===== src/rtl/mc_pkg.sv =====
// rtl/mc_pkg.sv - shared types and encodings for the multicycle control unit
//
// Purpose: state enum, Op / ALUControl / cmd encodings, condition-code
//          constants and the data-processing cmd decoder used by
//          multicycle_control and cond_unit.
// Ports:   none (package).

package mc_pkg;

    typedef enum logic [3:0] {
        S_FETCH  = 4'd0,
        S_DECODE = 4'd1,
        S_MEMADR = 4'd2,
        S_MEMRD  = 4'd3,
        S_MEMWB  = 4'd4,
        S_MEMWR  = 4'd5,
        S_EXECR  = 4'd6,
        S_EXECI  = 4'd7,
        S_ALUWB  = 4'd8,
        S_BRANCH = 4'd9
    } state_t;

    localparam logic [1:0] OP_DP    = 2'b00;
    localparam logic [1:0] OP_MEM   = 2'b01;
    localparam logic [1:0] OP_BR    = 2'b10;
    localparam logic [1:0] OP_UNDEF = 2'b11;

    localparam logic [1:0] ALU_ADD = 2'b00;
    localparam logic [1:0] ALU_SUB = 2'b01;
    localparam logic [1:0] ALU_AND = 2'b10;
    localparam logic [1:0] ALU_ORR = 2'b11;

    localparam logic [3:0] CMD_ADD = 4'b0100;
    localparam logic [3:0] CMD_SUB = 4'b0010;
    localparam logic [3:0] CMD_AND = 4'b0000;
    localparam logic [3:0] CMD_ORR = 4'b1100;

    localparam logic [3:0] COND_EQ = 4'b0000;
    localparam logic [3:0] COND_NE = 4'b0001;
    localparam logic [3:0] COND_CS = 4'b0010;
    localparam logic [3:0] COND_CC = 4'b0011;
    localparam logic [3:0] COND_MI = 4'b0100;
    localparam logic [3:0] COND_PL = 4'b0101;
    localparam logic [3:0] COND_VS = 4'b0110;
    localparam logic [3:0] COND_VC = 4'b0111;
    localparam logic [3:0] COND_HI = 4'b1000;
    localparam logic [3:0] COND_LS = 4'b1001;
    localparam logic [3:0] COND_GE = 4'b1010;
    localparam logic [3:0] COND_LT = 4'b1011;
    localparam logic [3:0] COND_GT = 4'b1100;
    localparam logic [3:0] COND_LE = 4'b1101;
    localparam logic [3:0] COND_AL = 4'b1110;
    localparam logic [3:0] COND_NV = 4'b1111;

    // valid: cmd is one of the four supported operations
    // arith: ADD/SUB, the only commands that may write C and V
    typedef struct packed {
        logic       valid;
        logic       arith;
        logic [1:0] alu_ctrl;
    } alu_dec_t;

    function automatic alu_dec_t decode_cmd(input logic [3:0] cmd);
        alu_dec_t d;
        d = '{valid: 1'b1, arith: 1'b0, alu_ctrl: ALU_ADD};
        case (cmd)
            CMD_ADD: begin d.alu_ctrl = ALU_ADD; d.arith = 1'b1; end
            CMD_SUB: begin d.alu_ctrl = ALU_SUB; d.arith = 1'b1; end
            CMD_AND: d.alu_ctrl = ALU_AND;
            CMD_ORR: d.alu_ctrl = ALU_ORR;
            default: d.valid = 1'b0;
        endcase
        return d;
    endfunction

endpackage


===== src/rtl/cond_unit.sv =====
// rtl/cond_unit.sv - NZCV flags register, condition evaluation, flag-write gating
//
// Purpose: holds the stored NZCV flags, evaluates Cond against them and
//          gates flag writes with the result.
// Config:  COND_EXEC_EN defined -> condition logic active;
//          undefined -> cond_ex tied to 1 (flags still update).
// Ports:
//   clk, reset      clock / async active-high reset
//   cond            instruction condition field
//   alu_flags       live ALU {N,Z,C,V}
//   flag_write_req  S=1 flag-setting op in an execute state
//   write_cv        op also writes C and V (ADD/SUB)
//   hold_en         capture cond_ex into cond_ex_held this cycle
//   flags           stored {N,Z,C,V}
//   cond_ex         live condition result on stored flags
//   cond_ex_held    condition result sampled before this instruction's flag update

import mc_pkg::*;

module cond_unit (
    input  logic       clk,
    input  logic       reset,
    input  logic [3:0] cond,
    input  logic [3:0] alu_flags,
    input  logic       flag_write_req,
    input  logic       write_cv,
    input  logic       hold_en,
    output logic [3:0] flags,
    output logic       cond_ex,
    output logic       cond_ex_held
);

    logic n, z, c, v;
    logic cond_met;

    assign {n, z, c, v} = flags;

    always_comb begin
        cond_met = 1'b0;
        case (cond)
            COND_EQ: cond_met = z;
            COND_NE: cond_met = ~z;
            COND_CS: cond_met = c;
            COND_CC: cond_met = ~c;
            COND_MI: cond_met = n;
            COND_PL: cond_met = ~n;
            COND_VS: cond_met = v;
            COND_VC: cond_met = ~v;
            COND_HI: cond_met = c & ~z;
            COND_LS: cond_met = ~(c & ~z);
            COND_GE: cond_met = (n == v);
            COND_LT: cond_met = (n != v);
            COND_GT: cond_met = ~z & (n == v);
            COND_LE: cond_met = ~(~z & (n == v));
            COND_AL: cond_met = 1'b1;
            default: cond_met = 1'b0;
        endcase
    end

`ifdef COND_EXEC_EN
    assign cond_ex = cond_met;
`else
    // Every instruction executes; the evaluator result is deliberately ignored.
    assign cond_ex = cond_met | 1'b1;
`endif

    always_ff @(posedge clk or posedge reset) begin
        if (reset) begin
            flags <= 4'b0000;
        end else if (flag_write_req && cond_ex) begin
            flags[3:2] <= alu_flags[3:2];
            if (write_cv) begin
                flags[1:0] <= alu_flags[1:0];
            end
        end
    end

    // The writeback state follows the flag-update edge, so it must use the
    // condition as evaluated on the flags from before that update.
    always_ff @(posedge clk or posedge reset) begin
        if (reset) begin
            cond_ex_held <= 1'b0;
        end else if (hold_en) begin
            cond_ex_held <= cond_ex;
        end
    end

endmodule


===== src/rtl/multicycle_control.sv =====
// rtl/multicycle_control.sv - multicycle Moore control FSM with decoders
//
// Purpose: sequences each instruction through the control FSM, decodes the
//          ALU command and drives datapath mux selects and write enables.
// Config:  COND_EXEC_EN (in cond_unit) enables conditional execution.
// Ports:
//   clk, reset            clock / async active-high reset
//   Op, Funct, Rd, Cond   instruction fields
//   ALUFlags              live ALU {N,Z,C,V}
//   PCWrite, IRWrite, RegWrite, MemWrite   write enables
//   AdrSrc, ALUSrcA, ALUSrcB, ResultSrc    mux selects
//   ImmSrc, RegSrc        Op-decoded selects
//   ALUControl            ALU operation
//   Flags                 stored NZCV

import mc_pkg::*;

module multicycle_control (
    input  logic       clk,
    input  logic       reset,
    input  logic [1:0] Op,
    input  logic [5:0] Funct,
    input  logic [3:0] Rd,
    input  logic [3:0] Cond,
    input  logic [3:0] ALUFlags,
    output logic       PCWrite,
    output logic       IRWrite,
    output logic       RegWrite,
    output logic       MemWrite,
    output logic       AdrSrc,
    output logic       ALUSrcA,
    output logic [1:0] ALUSrcB,
    output logic [1:0] ResultSrc,
    output logic [1:0] ImmSrc,
    output logic [1:0] RegSrc,
    output logic [1:0] ALUControl,
    output logic [3:0] Flags
);

    state_t   state;
    state_t   next_state;
    alu_dec_t dec;
    logic     in_exec;
    logic     rd_is_pc;
    logic     cond_ex;
    logic     cond_ex_held;

    assign dec      = decode_cmd(Funct[4:1]);
    assign in_exec  = (state == S_EXECR) || (state == S_EXECI);
    assign rd_is_pc = (Rd == 4'd15);

    cond_unit u_cond (
        .clk            (clk),
        .reset          (reset),
        .cond           (Cond),
        .alu_flags      (ALUFlags),
        .flag_write_req (in_exec & Funct[0] & dec.valid),
        .write_cv       (dec.arith),
        .hold_en        (in_exec),
        .flags          (Flags),
        .cond_ex        (cond_ex),
        .cond_ex_held   (cond_ex_held)
    );

    always_ff @(posedge clk or posedge reset) begin
        if (reset) begin
            state <= S_FETCH;
        end else begin
            state <= next_state;
        end
    end

    always_comb begin
        next_state = S_FETCH;
        case (state)
            S_FETCH:  next_state = S_DECODE;
            S_DECODE: begin
                case (Op)
                    OP_MEM:  next_state = S_MEMADR;
                    OP_DP:   next_state = Funct[5] ? S_EXECI : S_EXECR;
                    OP_BR:   next_state = S_BRANCH;
                    default: next_state = S_FETCH;
                endcase
            end
            S_MEMADR: next_state = Funct[0] ? S_MEMRD : S_MEMWR;
            S_MEMRD:  next_state = S_MEMWB;
            S_EXECR:  next_state = S_ALUWB;
            S_EXECI:  next_state = S_ALUWB;
            default:  next_state = S_FETCH;
        endcase
    end

    always_comb begin
        PCWrite    = 1'b0;
        IRWrite    = 1'b0;
        RegWrite   = 1'b0;
        MemWrite   = 1'b0;
        AdrSrc     = 1'b0;
        ALUSrcA    = 1'b0;
        ALUSrcB    = 2'b00;
        ResultSrc  = 2'b00;
        ALUControl = ALU_ADD;
        ImmSrc     = Op;
        RegSrc     = {Op == OP_MEM, Op == OP_BR};
        case (state)
            S_FETCH: begin
                IRWrite   = 1'b1;
                PCWrite   = 1'b1;
                ALUSrcA   = 1'b1;
                ALUSrcB   = 2'b10;
                ResultSrc = 2'b10;
            end
            S_DECODE: begin
                ALUSrcA   = 1'b1;
                ALUSrcB   = 2'b10;
                ResultSrc = 2'b10;
            end
            S_MEMADR: ALUSrcB = 2'b01;
            S_MEMRD:  AdrSrc  = 1'b1;
            S_MEMWB: begin
                ResultSrc = 2'b01;
                RegWrite  = cond_ex & ~rd_is_pc;
                PCWrite   = cond_ex & rd_is_pc;
            end
            S_MEMWR: begin
                AdrSrc   = 1'b1;
                MemWrite = cond_ex;
            end
            S_EXECR: begin
                ALUSrcB    = 2'b00;
                ALUControl = dec.alu_ctrl;
            end
            S_EXECI: begin
                ALUSrcB    = 2'b01;
                ALUControl = dec.alu_ctrl;
            end
            S_ALUWB: begin
                RegWrite = cond_ex_held & dec.valid & ~rd_is_pc;
                PCWrite  = cond_ex_held & rd_is_pc;
            end
            S_BRANCH: begin
                ALUSrcB   = 2'b01;
                ResultSrc = 2'b10;
                PCWrite   = cond_ex;
            end
            default: ;
        endcase
        // Reset kills every write in the same cycle it rises.
        if (reset) begin
            PCWrite  = 1'b0;
            IRWrite  = 1'b0;
            RegWrite = 1'b0;
            MemWrite = 1'b0;
        end
    end

endmodule


===== config.mk =====
export PLATFORM = sky130hd
export DESIGN_NAME = multicycle_control
export DESIGN_NICKNAME = d
export VERILOG_FILES = /design/src/rtl/mc_pkg.sv /design/src/rtl/cond_unit.sv /design/src/rtl/multicycle_control.sv
export SDC_FILE = /design/constraint.sdc
export NUM_CORES = 1
export LEC_CHECK = 0
export ABC_AREA = 1
export CAP_MARGIN = 20
export CORE_MARGIN = 3
export CORE_UTILIZATION = 38
export CTS_CLUSTER_DIAMETER = 80
export DETAILED_ROUTE_END_ITERATION = 7
export PLACE_DENSITY = 0.9
export SETUP_SLACK_MARGIN = 0.02
export SKIP_CTS_REPAIR_TIMING = 1
export SYNTH_ARGS = -nofsm -noshare
export SYNTH_HDL_FRONTEND = slang
export SYNTH_SLANG_ARGS = --single-unit

===== constraint.sdc =====
create_clock -name clk -period 2.2 [get_ports clk]
set_input_delay 0.22 -clock clk [delete_from_list [all_inputs] [get_ports clk]]
set_output_delay 0.22 -clock clk [all_outputs]
set_load 0.03 [all_outputs]

==> results of run 1 <==
## through the flow
step | worst slack, ps | instance area (µm²) | cells | setup TNS (ps)
floorplan | 575 | 673 | 97 | 0
global placement | 125 | 1050 | 155 | 0
detailed placement | 56.4 | 1050 | 155 | 0
CTS | -28.4 | 1070 | 159 | -28.4
global route | 29.5 | 1090 | 159 | 0
finish | 136 | 1090 | 159 | 0
## layout by cell type (no fill, tap or decap), drive strengths merged
cell           Yosys  final
clkdlybuf4s50      0     32
nand2             27     27
nor2              20     20
inv               15     15
nand3             13     13
dfrtp              9      9
dlymetal6s2s       0      5
clkbuf             0      3
a21oi              3      3
o22ai              1      1
o211ai             1      1
o221ai             1      1
and2               1      1
o21ai              1      1
o31ai              1      1
nor3               1      1
clkinv             0      1
## area by class of cell
class / count / area [µm²]
clock buffer: 3 / 22.5
clock inverter: 1 / 5.00
fill: 127 / 507
inverter: 15 / 56.3
multi-input combinational: 70 / 365
sequential: 9 / 225
tap: 24 / 30.0
timing repair buffer: 37 / 383
## logic make-up after synthesis
family          after synthesis  share of synthesized area, %
buf+inv                      18                          12.3
flops                         9                          33.5
compound gates                8                          8.74
simple gates                 62                          45.5
## power by group
group | switching (mW) | total (mW) | internal (mW)
Sequential | 0.0764 | 0.299 | 0.223
Combinational | 0.459 | 0.766 | 0.307
Clock | 0.0569 | 0.124 | 0.0670
Total | 0.593 | 1.19 | 0.597
## flip-flops by register name, indices dropped and copies added, names as in the netlist
| signal | flops |
|---|---|
| state | 4 |
| u_cond.flags | 4 |
| u_cond.cond_ex_held | 1 |
## critical path, delay by kind of cell (launching register included)
family                 cells  cell delay, ps
AND/OR/NAND/NOR            1             150
AO/OA/AOI/OAI              1             150
buffers and inverters      1             690
flip-flops                 1             590
## final timing paths
| path | startpoint | cells after the start | end |
|---|---|---|---|
| max | state[1] | 3 | ALUControl[0] |
| min | reset | 2 | u_cond.flags[3] |
| max reg2reg | state[1] | 5 | u_cond.flags[1] |
| min reg2reg | u_cond.flags[2] | 2 | u_cond.flags[2] |
| max in group asynchronous | reset | 2 | state[1] |
| min in group clk | u_cond.flags[2] | 2 | u_cond.flags[2] |
## routing by layer
metal / vias up / wire length [µm]
li1: 379 / -
met5: - / 0
met3: 4 / 103
met4: 0 / 32
met1: 329 / 650
met2: 26 / 820
==> impl_results.md, run 1 <==
- Status: finished clean
- Max stage delay cell, worst path: clkdlybuf4s50_1
- Gpl congestion: 0.730
- Overall power: 1.19 mW
- Post-synth top cells: nand2_1, nor2_1, nand3_1, inv_1, dfrtp_1
- First-pass GRT wire length: 2640 µm
- Min-Delay Path Class: input port to asynchronous set/reset pin
- Drc violations: 0
- Total grt overflow: 0
- Die Wd: about 48 µm
- Max-slew violation count: 0
- Max Fclk: slightly below 0.5 GHz
- DP HPWL: 1420 µm
- Power per cell area: 1090 nW/µm²
- Routed WL per cell: just over 10 µm
- Post-Syn Area: roughly 670 µm²
- CTS Buf Count: 3
- Clock Path Buffers: 2
- Synthesized netlist cell count: 97
- Initial Util: 42.2%
- Row count: 14
- Clock transition at the registers of the reported paths: 60 ps
- Synth Flop Type: dfrtp_1
- Final Hold Fails: 0
- Min cycle time layout: approximately 2100 ps
- Clock sink count: 9
- Core ar.: 1590 µm²
- Post-route ant nets: 0
- Vias per inst: 4.64
- Total setup violations reported at the end of the flow: 0
- Fin nets: 158
- Number of synthesized register bits: 9
- RSZ-0062 raised after global routing: false
- Initial antenna violation count: 0
- Vias: 738
- Startpoint types: flop
- Area leader, netlist: dfrtp_1
- Seq/Total Area, Yosys: 33.5%
- Fraction of layout cells with a size suffix above 1: between 10 and 15%
- Final core occ: 68.2%
- Routing usage on met3: around 2.6%
- Vias in the first global route: 675
- Post-synth EDFFs: 0
- Most common cell in the netlist: nand2_1
- VDD IR max: 1.01 mV
- Initial drt markers: 5
- Ant diodes: 0
- Yosys warnings: 0
- Total track usage: approximately 16%
- Post-Route WL: ~1600 µm
- Worst Setup End Kind: primary output
- Critical path arrival: 1840 ps
- Leak: 0.606 nW
- Met2 Usage GRT: 29.3%
- Synthesis-to-layout area growth: 61.5%
- Fraction of registers with async set/reset: 100%
- Crit path max fanout: 9
- H-tree Lvls: 1
- Clock skew: 2.46 ps
- Critical setup path kind: flop to primary output
- TritonCTS clock tree: yes
- Syn Nets: 119
- CP required: 1980 ps
- Share of the synthesized area in the top cell type: 33.5%
- Cell variety after synth: 23
- Avg Synthesized Cell Area: 6.94 µm²
- Pin count of the biggest net entering global routing: 10
- GRT busiest layer: met2
- Max Cap Violations: 0
- Grt met1 use: between 10% and 20%
- Crit path cell chain: nand2_4 -> a21oi_1 -> clkdlybuf4s50_1
- DR pass1 iterations: 4
- R2r setup slk: 1030 ps
- Insertion delay to the later sink of the worst-skew pair: 260 ps
- IO Count: 42
- Hold_ws: 351 ps
- IO Port Bufs: 37
- Die Span Y: about 48 µm
- DIE AREA: 2310 µm²
- Relative slew slack: between 70 and 80%
- Synth top area cells: dfrtp_1, nand2_1, nand3_1, nor2_1, inv_1
- Critical path's largest stage delay: between 600 and 700 ps
- Clk root buf: clkbuf_4
- Tightest Pin Transition: 415 ps
- Post-route clock period utilization: 93.8%
(Power assumes the default switching activity.)
==> run 2, diff against run 1 <==
--- a/config.mk
+++ b/config.mk
@@ -11,6 +11,7 @@
 export CORE_UTILIZATION = 38
 export CTS_CLUSTER_DIAMETER = 80
 export DETAILED_ROUTE_END_ITERATION = 7
+export GPL_TIMING_DRIVEN = 0
 export PLACE_DENSITY = 0.9
 export SETUP_SLACK_MARGIN = 0.02
 export SKIP_CTS_REPAIR_TIMING = 1
==> run 2 against run 1 <==
Net effect: die area did not move; clock power barely moved; clock skew shrank 2.2 ps; combinational power rose by 7.7%; global-route usage grew 1.1 points; critical path depth increased by 1; largest cell class unchanged.
==> impl_results.md, run 2 (synthesis gave the netlist of run 1 again) <==
- VDD IR max: 0.761 mV (was 1.01 mV)
- Total grt overflow: 0 (unchanged)
- Int Power: 623 µW (was 597 µW)
- Drc violations: 0 (unchanged)
- Clock Path Buffers: 2 (unchanged)
- Switch share: 48.9% (was 49.8%)
- Worst Setup End Kind: primary output (unchanged)
- Clock sink count: 9 (unchanged)
- Clock transition at the registers of the reported paths: 60 ps (about the same)
- Min-Delay Path Class: input port to asynchronous set/reset pin (unchanged)
- Top flop regs: state (4), u_cond.flags (4), u_cond.cond_ex_held (1) (unchanged)
- Core ar.: 1590 µm² (unchanged)
- Max stage delay cell, worst path: clkdlybuf4s50_1 (unchanged)
- R2r setup slk: 1030 ps (about the same)
- Total track usage: 17.3% (was 16.2%)
- Final core occ: 69.5% (was 68.2%)
- Post-Route WL: 1660 µm (was 1610 µm)
- IO Port Bufs: 37 (unchanged)
- Crit path max fanout: 6 (was 9)
- Critical path arrival: 1840 ps (about the same)
- IO Count: 42 (unchanged)
- Fin nets: 161 (was 158)
- Vias: 750 (was 738)
- Max Cap Violations: 0 (unchanged)
- Initial antenna violation count: 0 (unchanged)
- P_sw: 595 µW (was 593 µW)
- Post-route ant nets: 0 (unchanged)
- TritonCTS clock tree: yes (unchanged)
- Crit path buffers/inverters: 2 (was 1)
- Seq pwr share: 22.2% (was 25.2%)
- Row count: 14 (unchanged)
- CP required: 1980 ps (about the same)
- RSZ-0062 raised after global routing: false (unchanged)
- DP HPWL: 1400 µm (was 1420 µm)
- Status: finished clean (unchanged)
- Initial Util: 42.2% (unchanged)
- Clock skew: 0.276 ps (was 2.46 ps)
- Min cycle time layout: 2060 ps (about the same)
- Insertion delay to the later sink of the worst-skew pair: 250 ps (was 260 ps)
- Crit path cell chain: nor2_2 -> inv_2 -> nor3_1 -> clkdlybuf4s50_1 (was nand2_4 -> a21oi_1 -> clkdlybuf4s50_1)
- Cell depth of the worst flop-to-flop path: 6 (was 5)
- Die Span Y: 48.1 µm (unchanged)
- Clk root buf: clkbuf_4 (unchanged)
- Critical setup path kind: flop to primary output (unchanged)
- Critical path's largest stage delay: 700 ps (was 690 ps)
- CP Launch Point: state[3] (was state[1])
- Max-slew violation count: 0 (unchanged)
- Routed WL per cell: 10.2 µm (was 10.1 µm)
- Fraction of layout cells with a size suffix above 1: 15.2% (was 14.1%)
- Die Wd: 48.1 µm (unchanged)
- Post-route clock period utilization: 93.7% (was 93.8%)
- Top delay family on crit path: buffers and inverters (unchanged)
- R2R Path Start: state[3] (was state[1])
- Synthesis-to-layout area growth: 64.5% (was 61.5%)
- Most common cell after layout, fill and taps aside: clkdlybuf4s50_1 (unchanged)
- First-pass GRT wire length: 2800 µm (was 2640 µm)
- Total setup violations reported at the end of the flow: 0 (unchanged)
- RR Endpoint: u_cond.flags[0] (was u_cond.flags[1])
- CTS Buf Count: 3 (unchanged)
- Relative slew slack: 78.1% (was 72.3%)
- Setup TNS Final: 0 ps (unchanged)
- Most frequent cells in the layout: clkdlybuf4s50_1, nand2_1, nor2_1 (unchanged)
- Startpoint types: flop (unchanged)
- Ant diodes: 0 (unchanged)
- DR pass1 iterations: 4 (unchanged)
- H-tree Lvls: 1 (unchanged)
- Tightest Pin Transition: 328 ps (was 415 ps)
- Vias per inst: 4.63 (was 4.64)
- Clock power frac: 10.1% (was 10.4%)
- Vias in the first global route: 717 (was 675)
- Final Hold Fails: 0 (unchanged)
- DIE AREA: 2310 µm² (unchanged)
- Gpl congestion: 0.742 (was 0.730)
- Pin count of the biggest net entering global routing: 10 (unchanged)
- Max Fclk: 0.485 GHz (about the same)
- Leak: 0.586 nW (was 0.606 nW)
- Initial drt markers: 17 (was 5)
- Comb power frac: 67.8% (was 64.4%)
- Power per cell area: 1100 nW/µm² (was 1090 nW/µm²)
[run 2: cell types whose count changed in the layout (fill, tap and decap cells not counted)]
cell,delta
clkbuf_1,+1
clkinv_2,-1
dlymetal6s2s_1,-2
buf_4,+2
buf_6,+1
clkdlybuf4s50_1,+2
[run 2: layout make-up]
cell class | count | area (µm²)
inverter | 15 | 56.3
sequential | 9 | 225
clock buffer | 4 | 26.3
timing repair buffer | 37 | 378
multi-input combinational | 70 | 365
fill | 125 | 487
buffer | 3 | 26.3
tap | 24 | 30.0
[run 2: through the flow]
step                      cells  instance area [µm²]  power (mW)  setup slack, ps  hold WS [ps]
after global placement      158                 1070        1.09              123           453
final                       162                 1110        1.22              139           378
after CTS                   162                 1100        1.23             13.3           373
after detailed placement    158                 1070        1.10             86.5           466
after global routing        162                 1110        1.32             28.7           399
after floorplan              97                  673       0.801              575          47.9
[run 2: worst max-delay path by stage]
stage	cells after the start	to	slack, ps
2_1_floorplan	6	RegWrite	570
3_3_place_gp	7	RegWrite	120
3_5_place_dp	7	RegWrite	90
4_1_cts	7	PCWrite	10
5_1_grt	6	ALUSrcB[0]	30
6_report	4	IRWrite	140
[run 2: layer usage]
metal  vias to the layer above  global-route usage [%]  part of all wire (%)
met4                         0                    9.14                   2.2
met2                        30                    30.1                    49
met3                         4                    5.54                   6.8
li1                        384                       -                     -
met5                         -                       0                     0
met1                       332                    18.5                    42
[run 2: power by group through the flow]
stage               Sequential [mW]  Combinational, mW  Clock [mW]
CTS                           0.270              0.836       0.126
finish                        0.270              0.825       0.122
global placement              0.270              0.819           0
detailed placement            0.272              0.831           0
global route                  0.279              0.896       0.142
floorplan                     0.307              0.494           0
==> run 3, diff against run 2 <==
--- a/config.mk
+++ b/config.mk
@@ -5,14 +5,14 @@
 export SDC_FILE = /design/constraint.sdc
 export NUM_CORES = 1
 export LEC_CHECK = 0
-export ABC_AREA = 1
+export ABC_CLOCK_PERIOD_IN_PS = 2200
 export CAP_MARGIN = 20
 export CORE_MARGIN = 3
 export CORE_UTILIZATION = 38
 export CTS_CLUSTER_DIAMETER = 80
 export DETAILED_ROUTE_END_ITERATION = 7
 export GPL_TIMING_DRIVEN = 0
-export PLACE_DENSITY = 0.9
+export PLACE_DENSITY = 0.91
 export SETUP_SLACK_MARGIN = 0.02
 export SKIP_CTS_REPAIR_TIMING = 1
 export SYNTH_ARGS = -nofsm -noshare
==> run 3 against run 2 <==
Net effect: clock-buffer cell count unchanged; register-to-register slack worse by 490 ps; area after synthesis down 4.1%; worst setup slack worse by 24 ps; non-clock buffer count increased by 2; critical path depth grew 1; clock power increased by 7%; die area fell by 3.6%.
==> impl_results.md, run 3 <==
- Placed Instance Area: 1040 µm² (was 1070 µm²)
- Crit path max fanout: 5 (was 6)
- Clk root buf: clkbuf_4 (unchanged)
- Vias in the first global route: 659 (was 717)
- Post-Syn Area: 646 µm² (was 673 µm²)
- Fin nets: 132 (was 161)
- Max Cap Violations: 0 (unchanged)
- Ant diodes: 0 (unchanged)
- Insertion delay to the later sink of the worst-skew pair: 270 ps (was 250 ps)
- Core ar.: 1560 µm² (was 1590 µm²)
- Fraction of registers with async set/reset: 100% (unchanged)
- Final core occ: 69.0% (was 69.5%)
- Synth Flop Type: dfrtp_1 (unchanged)
- Initial antenna violation count: 0 (unchanged)
- Post-synth top cells: dfrtp_1, nor2_1, nand2b_1 (was nand2_1, nor2_1, nand3_1, inv_1, dfrtp_1)
- Post-synth EDFFs: 0 (unchanged)
- Total setup violations reported at the end of the flow: 0 (unchanged)
- Design area: 1080 µm² (was 1110 µm²)
- Leak: 0.541 nW (was 0.586 nW)
- Total grt overflow: 0 (unchanged)
- Total track usage: 17.9% (was 17.3%)
- Synthesis-to-layout area growth: 66.7% (was 64.5%)
- Worst setup margin: 115 ps (was 139 ps)
- CP required: 1980 ps (about the same)
- Die Wd: 47.2 µm (was 48.1 µm)
- Pin count of the biggest net entering global routing: 11 (was 10)
- Number of synthesized register bits: 9 (unchanged)
- Status: finished clean (unchanged)
- Area leader, netlist: dfrtp_1 (unchanged)
- Critical setup path kind: input port to primary output (was flop to primary output)
- Post-route clock period utilization: 94.8% (was 93.7%)
- DIE AREA: 2230 µm² (was 2310 µm²)
- Fraction of layout cells with a size suffix above 1: 14.7% (was 15.2%)
- Clock sink count: 9 (unchanged)
- Critical path's largest stage delay: 700 ps (about the same)
- Row count: 14 (unchanged)
- Clock skew: 3.90 ps (was 0.276 ps)
- Max stage delay cell, worst path: clkdlybuf4s50_1 (unchanged)
- VDD IR max: 0.680 mV (was 0.761 mV)
- Tightest Pin Transition: 346 ps (was 328 ps)
- Most common cell after layout, fill and taps aside: clkdlybuf4s50_1 (unchanged)
- Setup slack at placement: -264 ps (was 86.5 ps)
- Worst Setup End Kind: primary output (unchanged)
- Yosys warnings: 0 (unchanged)
- Synthesized netlist cell count: 68 (was 97)
- TritonCTS clock tree: yes (unchanged)
- Overall power: 1.23 mW (was 1.22 mW)
- Most common cell in the netlist: dfrtp_1 (was nand2_1)
- Relative slew slack: 76.9% (was 78.1%)
- Startpoint types: input port (was flop)
- Seq/Total Area, Yosys: 34.9% (was 33.5%)
- Initial Util: 41.4% (was 42.2%)
- Post-route ant nets: 0 (unchanged)
- DP HPWL: 1340 µm (was 1400 µm)
- DR pass1 iterations: 5 (was 4)
- Top flop regs: state (4), u_cond.flags (4), u_cond.cond_ex_held (1) (unchanged)
- CP dominant cell by count: clkdlybuf4s50_1
- Vias: 674 (was 750)
- Filler instances: 128 (was 125)
- Gpl congestion: 0.708 (was 0.742)
- Min cycle time layout: 2080 ps (was 2060 ps)
- Routed WL per cell: 13.5 µm (was 10.2 µm)
- Power per cell area: 1140 nW/µm² (was 1100 nW/µm²)
- Min-Delay Path Class: input port to asynchronous set/reset pin (unchanged)
- Initial drt markers: 8 (was 17)
- RSZ-0062 raised after global routing: false (unchanged)
- Syn Nets: 90 (was 119)
- CTS Buf Count: 3 (unchanged)
- Final Hold Fails: 0 (unchanged)
- IO Port Bufs: 37 (unchanged)
- Clock transition at the registers of the reported paths: 60 ps (about the same)
- Die Span Y: 47.2 µm (was 48.1 µm)
- Top delay family on crit path: buffers and inverters (unchanged)
- Crit path buffers/inverters: 2 (unchanged)
- Register area: 225 µm² (unchanged)
- Most frequent cells in the layout: clkdlybuf4s50_1, dfrtp_1, nor2_1 (was clkdlybuf4s50_1, nand2_1, nor2_1)
- CP Launch Point: Funct[3] (was state[3])
- R2R Path Start: state[3] (unchanged)
- H-tree Lvls: 1 (unchanged)
- Critical path arrival: 1860 ps (was 1840 ps)
- Cell variety after synth: 32 (was 23)
- Vias per inst: 5.39 (was 4.63)
- Max Fclk: 0.480 GHz (was 0.485 GHz)
- Max-slew violation count: 0 (unchanged)
- Post-Route WL: 1690 µm (was 1660 µm)
- Multi-input logic area: 389 µm² (was 365 µm²)
- Share of the synthesized area in the top cell type: 34.9% (was 33.5%)
- First-pass GRT wire length: 2800 µm (unchanged)
- Avg Synthesized Cell Area: 9.49 µm² (was 6.94 µm²)
- Hold_ws: 343 ps (was 378 ps)
- Clock Path Buffers: 2 (unchanged)
- Synth top area cells: dfrtp_1, nand2b_1, mux2_4, nor2_1, mux2_1 (was dfrtp_1, nand2_1, nand3_1, nor2_1, inv_1)
- Crit path cell chain: clkdlybuf4s50_1 -> and3b_1 -> a21oi_1 -> nor3_1 -> clkdlybuf4s50_1 (was nor2_2 -> inv_2 -> nor3_1 -> clkdlybuf4s50_1)
- Drc violations: 0 (unchanged)
- IO Count: 42 (unchanged)
-- run 3: per-layer routing --
metal  GRT usage (%)  share of wire (%)
met1            22.1                 43
met2            29.4                 49
met3            4.98                6.8
met4            6.63                1.5
met5               0                  0
-- run 3: layout make-up --
type | instances | share of cell area (%)
Buffer | 5 | 2.67
Tap cell | 16 | 1.86
Inverter | 3 | 1.05
Multi-Input combinational cell | 51 | 36.2
Clock buffer | 4 | 2.44
Timing Repair Buffer | 37 | 34.9
Sequential cell | 9 | 20.9
-- run 3: kinds of logic after synthesis --
kind of cell / Yosys count / share of synthesized area (%)
simple gates: 30 / 30.8
buf+inv: 8 / 5.81
compound gates: 12 / 13.0
mux: 6 / 11.4
xor+xnor: 3 / 4.07
flops: 9 / 34.9
-- run 3: per-stage QoR --
step           setup TNS, ps  std cells
2_1_floorplan              0         68
3_3_place_gp            -300        121
3_5_place_dp            -286        121
4_1_cts                -1170        125
5_1_grt                    0        125
6_report                   0        125
-- run 3: where the power goes --
part	switching, mW	internal [mW]
sequential	0.0617	0.226
combinational	0.462	0.346
clock	0.0609	0.0701
total	0.585	0.643
-- run 3: worst paths after layout --
| check | endpoint | slack, ps | cells past startpoint |
|---|---|---|---|
| max reg2reg | u_cond.flags[0] | 540 | 3 |
| min in group clk | u_cond.cond_ex_held | 470 | 1 |
| min | state[1] | 340 | 2 |
| max in group asynchronous | u_cond.flags[2] | 1600 | 2 |
| max | ALUControl[0] | 120 | 5 |
| min reg2reg | u_cond.cond_ex_held | 470 | 1 |
